--- src/rtl/stream_pkg.sv ---
// Shared types for the stream player: FSM state encoding and default sample width.
package stream_pkg;

  localparam int DEFAULT_DATA_WIDTH = 32;

  typedef enum logic [1:0] {
    IDLE = 2'd0,
    PLAY = 2'd1,
    GAP  = 2'd2
  } player_state_t;

endpackage

--- src/rtl/stream_player_mem.sv ---
// Sample register file: one synchronous write port, one combinational read port.
module stream_player_mem
  import stream_pkg::*;
#(
  parameter int  DATA_WIDTH = DEFAULT_DATA_WIDTH,
  parameter int  DEPTH      = 16,
  localparam int AW         = $clog2(DEPTH)
) (
  input  logic                  clk,
  input  logic                  wr_en,
  input  logic [AW-1:0]         wr_addr,
  input  logic [DATA_WIDTH-1:0] wr_data,
  input  logic [AW-1:0]         rd_addr,
  output logic [DATA_WIDTH-1:0] rd_data
);

  logic [DATA_WIDTH-1:0] mem_q [DEPTH];

  // NOTE: storage has no reset; loaded samples must survive a player reset, and a
  // reset-free array maps onto plain flops or distributed RAM without a clear network.
  always_ff @(posedge clk) begin
    if (wr_en) mem_q[wr_addr] <= wr_data;
  end

  assign rd_data = mem_q[rd_addr];

endmodule

--- src/rtl/stream_player.sv ---
// Replays a software-loaded sample sequence one sample per period onto a din-style bus,
// with optional inter-sample gap and looping.
module stream_player
  import stream_pkg::*;
#(
  parameter int  DATA_WIDTH = DEFAULT_DATA_WIDTH,
  parameter int  DEPTH      = 16,
  parameter int  GAP_WIDTH  = 4,
  localparam int AW         = $clog2(DEPTH)
) (
  input  logic                  clk,
  input  logic                  reset,
  input  logic                  wr_en,
  input  logic [AW-1:0]         wr_addr,
  input  logic [DATA_WIDTH-1:0] wr_data,
  input  logic [AW:0]           len,
  input  logic [GAP_WIDTH-1:0]  gap,
  input  logic                  loop,
  input  logic                  start,
  input  logic                  abort,
  output logic [DATA_WIDTH-1:0] dout,
  output logic                  dout_valid,
  output logic                  busy,
  output logic                  done
);

  localparam logic [AW:0]          LEN_ONE = (AW+1)'(1);
  localparam logic [AW-1:0]        IDX_ONE = AW'(1);
  localparam logic [GAP_WIDTH-1:0] GAP_ONE = GAP_WIDTH'(1);

  player_state_t         state_q, state_d;
  logic [AW-1:0]         idx_q, idx_d;
  logic [GAP_WIDTH-1:0]  gap_cnt_q, gap_cnt_d;
  logic [AW:0]           len_q, len_d;
  logic [GAP_WIDTH-1:0]  gap_q, gap_d;
  logic                  loop_q, loop_d;
  logic [DATA_WIDTH-1:0] dout_q, dout_d;
  logic                  dout_valid_q, dout_valid_d;
  logic                  busy_q, busy_d;
  logic                  done_q, done_d;

  logic [AW-1:0]         rd_addr;
  logic [DATA_WIDTH-1:0] rd_data;
  logic                  last;
  logic                  advance;
  logic [AW-1:0]         nxt_idx;

  stream_player_mem #(
    .DATA_WIDTH(DATA_WIDTH),
    .DEPTH     (DEPTH)
  ) u_mem (
    .clk    (clk),
    .wr_en  (wr_en && !busy_q),
    .wr_addr(wr_addr),
    .wr_data(wr_data),
    .rd_addr(rd_addr),
    .rd_data(rd_data)
  );

  // Wrap is an explicit compare against len_q-1 so any len, not just DEPTH, loops cleanly.
  assign last    = ({1'b0, idx_q} == (len_q - LEN_ONE));
  assign nxt_idx = last ? '0 : idx_q + IDX_ONE;

  // NOTE: every signal written here gets a default first, so no path leaves one
  // unassigned and no latch is inferred.
  always_comb begin
    state_d      = state_q;
    idx_d        = idx_q;
    gap_cnt_d    = gap_cnt_q;
    len_d        = len_q;
    gap_d        = gap_q;
    loop_d       = loop_q;
    dout_d       = dout_q;
    dout_valid_d = 1'b0;
    busy_d       = busy_q;
    done_d       = 1'b0;
    advance      = 1'b0;
    rd_addr      = (state_q == IDLE) ? '0 : nxt_idx;

    if (abort) begin
      state_d = IDLE;
      busy_d  = 1'b0;
    end else begin
      unique case (state_q)
        IDLE: begin
          if (start) begin
            if (len != '0) begin
              len_d        = len;
              gap_d        = gap;
              loop_d       = loop;
              idx_d        = '0;
              dout_d       = rd_data;
              dout_valid_d = 1'b1;
              busy_d       = 1'b1;
              state_d      = PLAY;
            end else begin
              done_d = 1'b1;
            end
          end
        end
        PLAY: begin
          if (gap_q != '0) begin
            gap_cnt_d = gap_q - GAP_ONE;
            state_d   = GAP;
          end else begin
            advance = 1'b1;
          end
        end
        GAP: begin
          if (gap_cnt_q == '0) advance = 1'b1;
          else                 gap_cnt_d = gap_cnt_q - GAP_ONE;
        end
        default: state_d = IDLE;
      endcase

      // The edge that would issue the next sample either issues it or retires the run.
      if (advance) begin
        if (last && !loop_q) begin
          state_d = IDLE;
          busy_d  = 1'b0;
          done_d  = 1'b1;
        end else begin
          idx_d        = nxt_idx;
          dout_d       = rd_data;
          dout_valid_d = 1'b1;
          state_d      = PLAY;
        end
      end
    end
  end

  // NOTE: sequential state uses non-blocking assignment so every flop samples
  // pre-edge values regardless of statement order.
  always_ff @(posedge clk or posedge reset) begin
    if (reset) begin
      state_q      <= IDLE;
      idx_q        <= '0;
      gap_cnt_q    <= '0;
      len_q        <= '0;
      gap_q        <= '0;
      loop_q       <= 1'b0;
      dout_q       <= '0;
      dout_valid_q <= 1'b0;
      busy_q       <= 1'b0;
      done_q       <= 1'b0;
    end else begin
      state_q      <= state_d;
      idx_q        <= idx_d;
      gap_cnt_q    <= gap_cnt_d;
      len_q        <= len_d;
      gap_q        <= gap_d;
      loop_q       <= loop_d;
      dout_q       <= dout_d;
      dout_valid_q <= dout_valid_d;
      busy_q       <= busy_d;
      done_q       <= done_d;
    end
  end

  assign dout       = dout_q;
  assign dout_valid = dout_valid_q;
  assign busy       = busy_q;
  assign done       = done_q;

endmodule
--- config.mk ---
export PLATFORM = sky130hd
export DESIGN_NAME = stream_player
export DESIGN_NICKNAME = d
export VERILOG_FILES = /design/src/rtl/stream_pkg.sv /design/src/rtl/stream_player_mem.sv /design/src/rtl/stream_player.sv
export SDC_FILE = /design/constraint.sdc
export NUM_CORES = 1
export LEC_CHECK = 0
export BUFFER_PORTS_ARGS = -buffer_cell sky130_fd_sc_hd__buf_4
export CAP_MARGIN = 20
export CORE_MARGIN = 10
export CORE_UTILIZATION = 65
export DETAILED_ROUTE_END_ITERATION = 6
export GPL_TIMING_DRIVEN = 1
export PLACE_DENSITY = 0.9
export SYNTH_ARGS = -nofsm -noshare
export SYNTH_HDL_FRONTEND = slang
export SYNTH_HIERARCHICAL = 1
export SYNTH_SLANG_ARGS = --single-unit
--- constraint.sdc ---
create_clock -name clk -period 7 [get_ports clk]
set_input_delay 1.05 -clock clk [delete_from_list [all_inputs] [get_ports clk]]
set_output_delay 1.05 -clock clk [all_outputs]
set_load 0.01 [all_outputs]
---- Yosys cells after proc, flatten, opt, wreduce, memory -nomap -nowiden ----
Memory sizes are Yosys's and may differ from the RTL's.
Cells that the tools add are included.
storage, ports and cells
  flip-flop bits (word level) ............. 55
  memory bits (writable) .................. 512
  bits of input ports ..................... 51
  output and inout bits ................... 35
  word-level logic and storage cells ...... 83
  memories ................................ 1
memory list
  name         words  bits a word  read ports  clocked after Yosys merged registers in  wr ports  line                     RTL
  u_mem.mem_q  16     32           1           0                                        1         stream_player_mem.sv:17  logic [DATA_WIDTH-1:0] mem_q [DEPTH];
cells by class
  add/subtract/negate cells ............... 4
  equality and inequality tests ........... 9
  mux-type cells .......................... 46
  bitwise operators ....................... 1
  reductions and logical operators ........ 12
operator list
  operator             number
  $mux 32              5
  $mux 4               9
  $mux 1               24
  $reduce_and 4->1     3
  $mux 2               5
  $pmux 4 s2           1
  $sub 4x1->4 const B  2
  $pmux 2 s3           1
  $eq 4x5->1           1
  $reduce_bool 5->1    1
  $sub 5x1->5 const B  1
  $add 4x1->4 const B  1
  $logic_not 4->1      1
  $ne 2x2->1 const B   2
  $ne 4x2->1 const B   1
  $ne 4x3->1 const B   1
  $ne 4x4->1 const B   1
  $reduce_bool 4->1    1
  $ne 3x3->1 const B   1
  $eq 2x1->1 const B   1
  $eq 2x2->1 const B   1
  $logic_and 1x1->1    2
  $logic_not 1->1      2
  $logic_not 2->1      1
  3 further kinds      3

---- Depth between registers and ports, before layout ----
An unclocked memory read counts as a cell.
  depth after elaboration ................. 10
  gate-level depth with buffers ........... 13
  depth with buffers taken out ............ 11

---- By module ----
The synthesis kept the hierarchy.
modules (own cells, without submodules)
  module             instances  cells each  area each (µm²)  seq. area each (µm²)
  stream_player_mem  1          806         19194.7          15374.7
  stream_player      1          203         2713.9           1376.3

---- Worst setup path before layout ----
Ideal clock, no wire load.
  kind .................................... input -> register
  from .................................... in wr_en
  to ...................................... mem u_mem/mem_q[0][0] in the netlist's numbering, enable pin
  library setup time ...................... 461 ps
  arrival ................................. 3966 ps
  data required time ...................... 6539 ps
  setup slack ............................. 2573 ps
  stages on the path ...................... 3
  buffers on the path ..................... 0
  cell sequence ........................... nor2b_1 > or3b_2 > nor3_1
on the way
  longest elaborated chain between the ends .. 3
RTL lines
  item                          line                     RTL
  start: declaration            stream_player.sv:13      input logic wr_en,
  $logic_and 1x1->1             stream_player.sv:53      .wr_en (wr_en && !busy_q),
  $mux 1                        stream_player_mem.sv:22  if (wr_en) mem_q[wr_addr] <= wr_data;
  $mux 1 (implied by the code)  stream_player_mem.sv:22
  end: declaration              stream_player_mem.sv:17
No other way between the ends.

---- Final worst setup path ----
  from .................................... reg len_q[0]
  to ...................................... reg dout_q[13], in the netlist dout[13]
on the way
  longest elaborated chain between the ends .. 10
  elaborated cells between the ends (all ways) .. 11
  classes of those cells .................. add/sub (1); eq/ne (1); mux (7); reduce/logical (1); memory (1)
RTL lines
  item                      line                  RTL
  start: declaration        stream_player.sv:34   logic [AW:0] len_q, len_d;
  start signal: assignment  stream_player.sv:150  len_q <= len_d;
  $sub 5x1->5 (*)           stream_player.sv:61   assign last = ({1'b0, idx_q} == (len_q - LEN_ONE));
  $eq 4x5->1 (*)            stream_player.sv:61
  $mux 4 (*)                stream_player.sv:62   assign nxt_idx = last ? '0 : idx_q + IDX_ONE;
  $mux 4 (*)                stream_player.sv:78   rd_addr = (state_q == IDLE) ? '0 : nxt_idx;
  via rd_addr[0]            stream_player.sv:42   logic [AW-1:0] rd_addr;
  $mem_v2 16x32 (*)         -
  via rd_data[13]           stream_player.sv:43   logic [DATA_WIDTH-1:0] rd_data;
  $mux 32                   stream_player.sv:87   if (len != '0) begin
  $mux 32                   stream_player.sv:86   if (start) begin
  $mux 32                   stream_player.sv:84   unique case (state_q)
  $mux 32                   stream_player.sv:118  if (last && !loop_q) begin
  $mux 32 (*)               stream_player.sv:117  if (advance) begin
  end signal: assignment    stream_player.sv:153  dout_q <= dout_d;
  end: declaration          stream_player.sv:37   logic [DATA_WIDTH-1:0] dout_q, dout_d;
The timed path passes the listed nets; every way through them passes the cells marked *.
A chain may end at the register's enable or synchronous reset.

==> impl_metrics.toml <==
[timing]
post-route-min-period_ns = 4.37
min_period_over_period_pct = 62.5
hold_viol_final = 0
finalSetupTns_ns = 0
fmax_mhz = 229
worstMarginPinSlew_ns = 1.01
rsz0062_at_grt = "no"
slew_violations = 0
setup_violations = 0
hold_ws_ns = 0.508
relSlewSlack_pct = 32.2
skew_ns = 0.0156

[grt]
grt_pass1_vias = 11771
gr-total-overflow = 0
grt_pass1_wl_um = 79600
grt_max_degree = 73
antenna_found_initial = 2
grt_util_all_layers_pct = 26.3

[floorplanning]
fp.dieArea_um2 = 41400
coreArea_um2 = 33400
rows = 67
ios = 86
start_util_pct = 65.7
die_h_um = 204
fp.dieW_um = 204

[placed_design]
gp_congestion = 0.806
numPortBuffers = 85
dp_hpwl_um = 26200
placed_cell_area_um2 = 23200

[synthesis]
avgSynthCellArea_um2 = 21.7
ys_ff_latch = 567
syn_inst = 1009
yosys_most_used_dff = "edfxtp_1"
ys_seq_area_share_pct = 76.5
yosysUniqueCellTypes = 53
synth_edf_count = 512
synthesis.nets = 1066
ys_async_sr_fraction_pct = 9.70
syn_area_um2 = 21900
yosysWarnings = 6

[cells_and_area]
areaGrowthSynthToFinish_pct = 13.6
finalInstanceArea_um2 = 24900
register_area_um2 = 16800
n_fill_cell = 1710
finalNetCount = 1184
multiInputGateArea_um2 = 4990
drive_gt1_share_pct = 33.1

[critical_path]
r2r_slack_ns = 2.63
reg2reg_depth = 12
worstPathCellList = "inv_1, ha_1, xnor2_1, a221oi_2, o211ai_1, nand2b_1, nor2_4, buf_4, mux4_2, a22oi_1, nand2_1, mux2_4"
worst_path_max_delay_cell = "buf_4"
cp_data_required_time_ns = 7.46
crit_buf_inv = 2
endpoint = "dout[13]"
critPathMaxFanout = 43
cp-startpoint = "len_q[0]"
cpLargestDelayFamily = "simple AND/OR/NAND/NOR gates"
startpoint_type = "flop"
critPathMaxStageDelay_ns = 0.81
endpoint_kind = "flop"
cp.depth = 12
path_class = "flop to flop"
reg2reg_to = "dout[13]"
worstPathArrival_ns = 4.83
r2r-start = "len_q[0]"

[detailed_routing]
vias = 11279
postRouteAntennaNets = 0
first_pass_iters = 5
wl_per_cell_um = 33.0
wirelength_um = 53600
viasPerCell = 6.95
drt_iter0_drc = 1333
drc_errors = 0

[pwr]
switching_share_pct = 25.5
clockPowerShare_pct = 31.8
ir_drop_mv = 0.324
p_int_mw = 6.50
seqPwrFrac_pct = 46.0
p_leak_nw = 8.23
p_sw_mw = 2.22
p_comb_share_pct = 22.2
fin_total_pwr_mw = 8.72
p_per_area_nw_per_um2 = 351

[clocking]
clock_sinks = 567
clk_pin_slew_ns = 0.06
cts_setup_buffers = 0
ctsHoldBuffers = 0
cts_root_buffer = "clkbuf_16"
cts_buffers = 53
ctsHtreeMaxLevel = 2
postCtsResizedCells = 0
clk_latency_ns = 0.58
cts_buffer_depth = 3
cts_tree = "built"

[min_path]
min_path_type = "flop to flop"

[run]
cap_violations = 0

[outcome]
status = "complete, no violations"
-- logic make-up after synthesis --
group / Yosys count / share of synthesized area (%)
AND/OR/NAND/NOR: 106 / 2.34
multiplexers: 175 / 16.0
buffers and inverters: 59 / 1.44
AO/OA/AOI/OAI: 91 / 3.24
flip-flops: 567 / 76.5
XOR/XNOR: 5 / 0.200
adder cells (fa/ha/maj): 6 / 0.343
-- cell usage in the layout, fill, tap and decap left out, drive strengths merged, types with 5 or more instances in the layout --
cell type and n:
nand2b 5, nor2 24, buf 113, nor2b 5
mux4 128, inv 9, clkinv 16, a21oi 6
clkbuf 80, mux2 42, a22oi 64, mux2i 5
nor3 10, nand2 40, dfrtp 55, ha 6
edfxtp 512
-- synthesized netlist by cell type, types with 2 or more instances --
master	count	area share (%)
mux2_4	25	1.7
o21ai_0	2	0.046
nor2_1	23	0.39
buf_4	9	0.31
mux2i_1	5	0.23
buf_12	2	0.18
a21o_1	2	0.069
dfrtp_1	55	6.3
ha_1	6	0.34
buf_2	8	0.18
buf_1	10	0.17
nand3b_1	3	0.10
o21ba_2	2	0.091
edfxtp_1	512	70
nand2b_1	5	0.14
a22oi_1	64	2.2
a21oi_1	5	0.11
mux4_2	128	13
clkbuf_1	19	0.33
nand3_1	4	0.091
o211ai_1	2	0.069
o21a_1	2	0.069
or2_2	2	0.057
o211a_1	2	0.091
or3b_2	3	0.12
nor3_1	10	0.23
nand2_1	40	0.69
nor2b_1	5	0.14
xnor2_1	4	0.16
mux2_2	17	0.87
and2_1	3	0.086
inv_1	9	0.15
-- final cells by class --
| type | count | share of cell area (%) |
|---|---|---|
| Timing Repair Buffer | 113 | 3.52 |
| Clock buffer | 80 | 5.98 |
| Multi-Input combinational cell | 383 | 20.1 |
| Tap cell | 448 | 2.25 |
| Inverter | 9 | 0.136 |
| Clock inverter | 19 | 0.689 |
| Sequential cell | 567 | 67.3 |
| Antenna cell | 4 | 0.0402 |
-- state kept, by name (all words and copies together), names as in the netlist --
| name | count |
|---|---|
| u_mem/mem_q | 512 |
| dout | 32 |
| len_q | 5 |
| gap_cnt_q | 4 |
| gap_q | 4 |
| idx_q | 4 |
| state_q | 2 |
| busy | 1 |
| done | 1 |
| dout_valid | 1 |
| loop_q | 1 |
-- how the worst min path moves through the flow --
stage              from        to  cells after the start
6_report       dout[29]  dout[29]                      1
5_1_grt         dout[0]   dout[0]                      1
4_1_cts        dout[29]  dout[29]                      1
3_5_place_dp   dout[25]  dout[25]                      1
3_3_place_gp   dout[28]  dout[28]                      1
2_1_floorplan    loop_q    loop_q                      1
-- per-stage QoR --
step,worst slack (ns),util [%],cells
6_report,2.63,74.6,1623
5_1_grt,2.28,74.6,1620
4_1_cts,2.59,74.6,1619
3_5_place_dp,2.67,69.6,1520
3_3_place_gp,2.89,69.5,1518
2_1_floorplan,2.57,-,1009
-- power by group through the flow --
stage                     Clock [mW]  Combinational [mW]  Sequential, mW
after floorplan                    0                1.42            4.08
after CTS                       2.80                1.96            4.01
final                           2.77                1.94            4.01
after detailed placement           0                1.91            4.07
after global routing            2.93                2.08            4.03
after global placement             0                1.83            4.06
-- layer usage --
metal  wire length (µm)  track usage, %  vias up  share of wire, %
met3               6080            5.97      147                11
met5                  0               0        -                 0
met2              27100            42.0      854                51
met4               1960            11.2        0               3.7
met1              18500            34.6     5847                34
li1                   -               -     4431                 -
No activity file was read; power rests on OpenSTA's default activity.
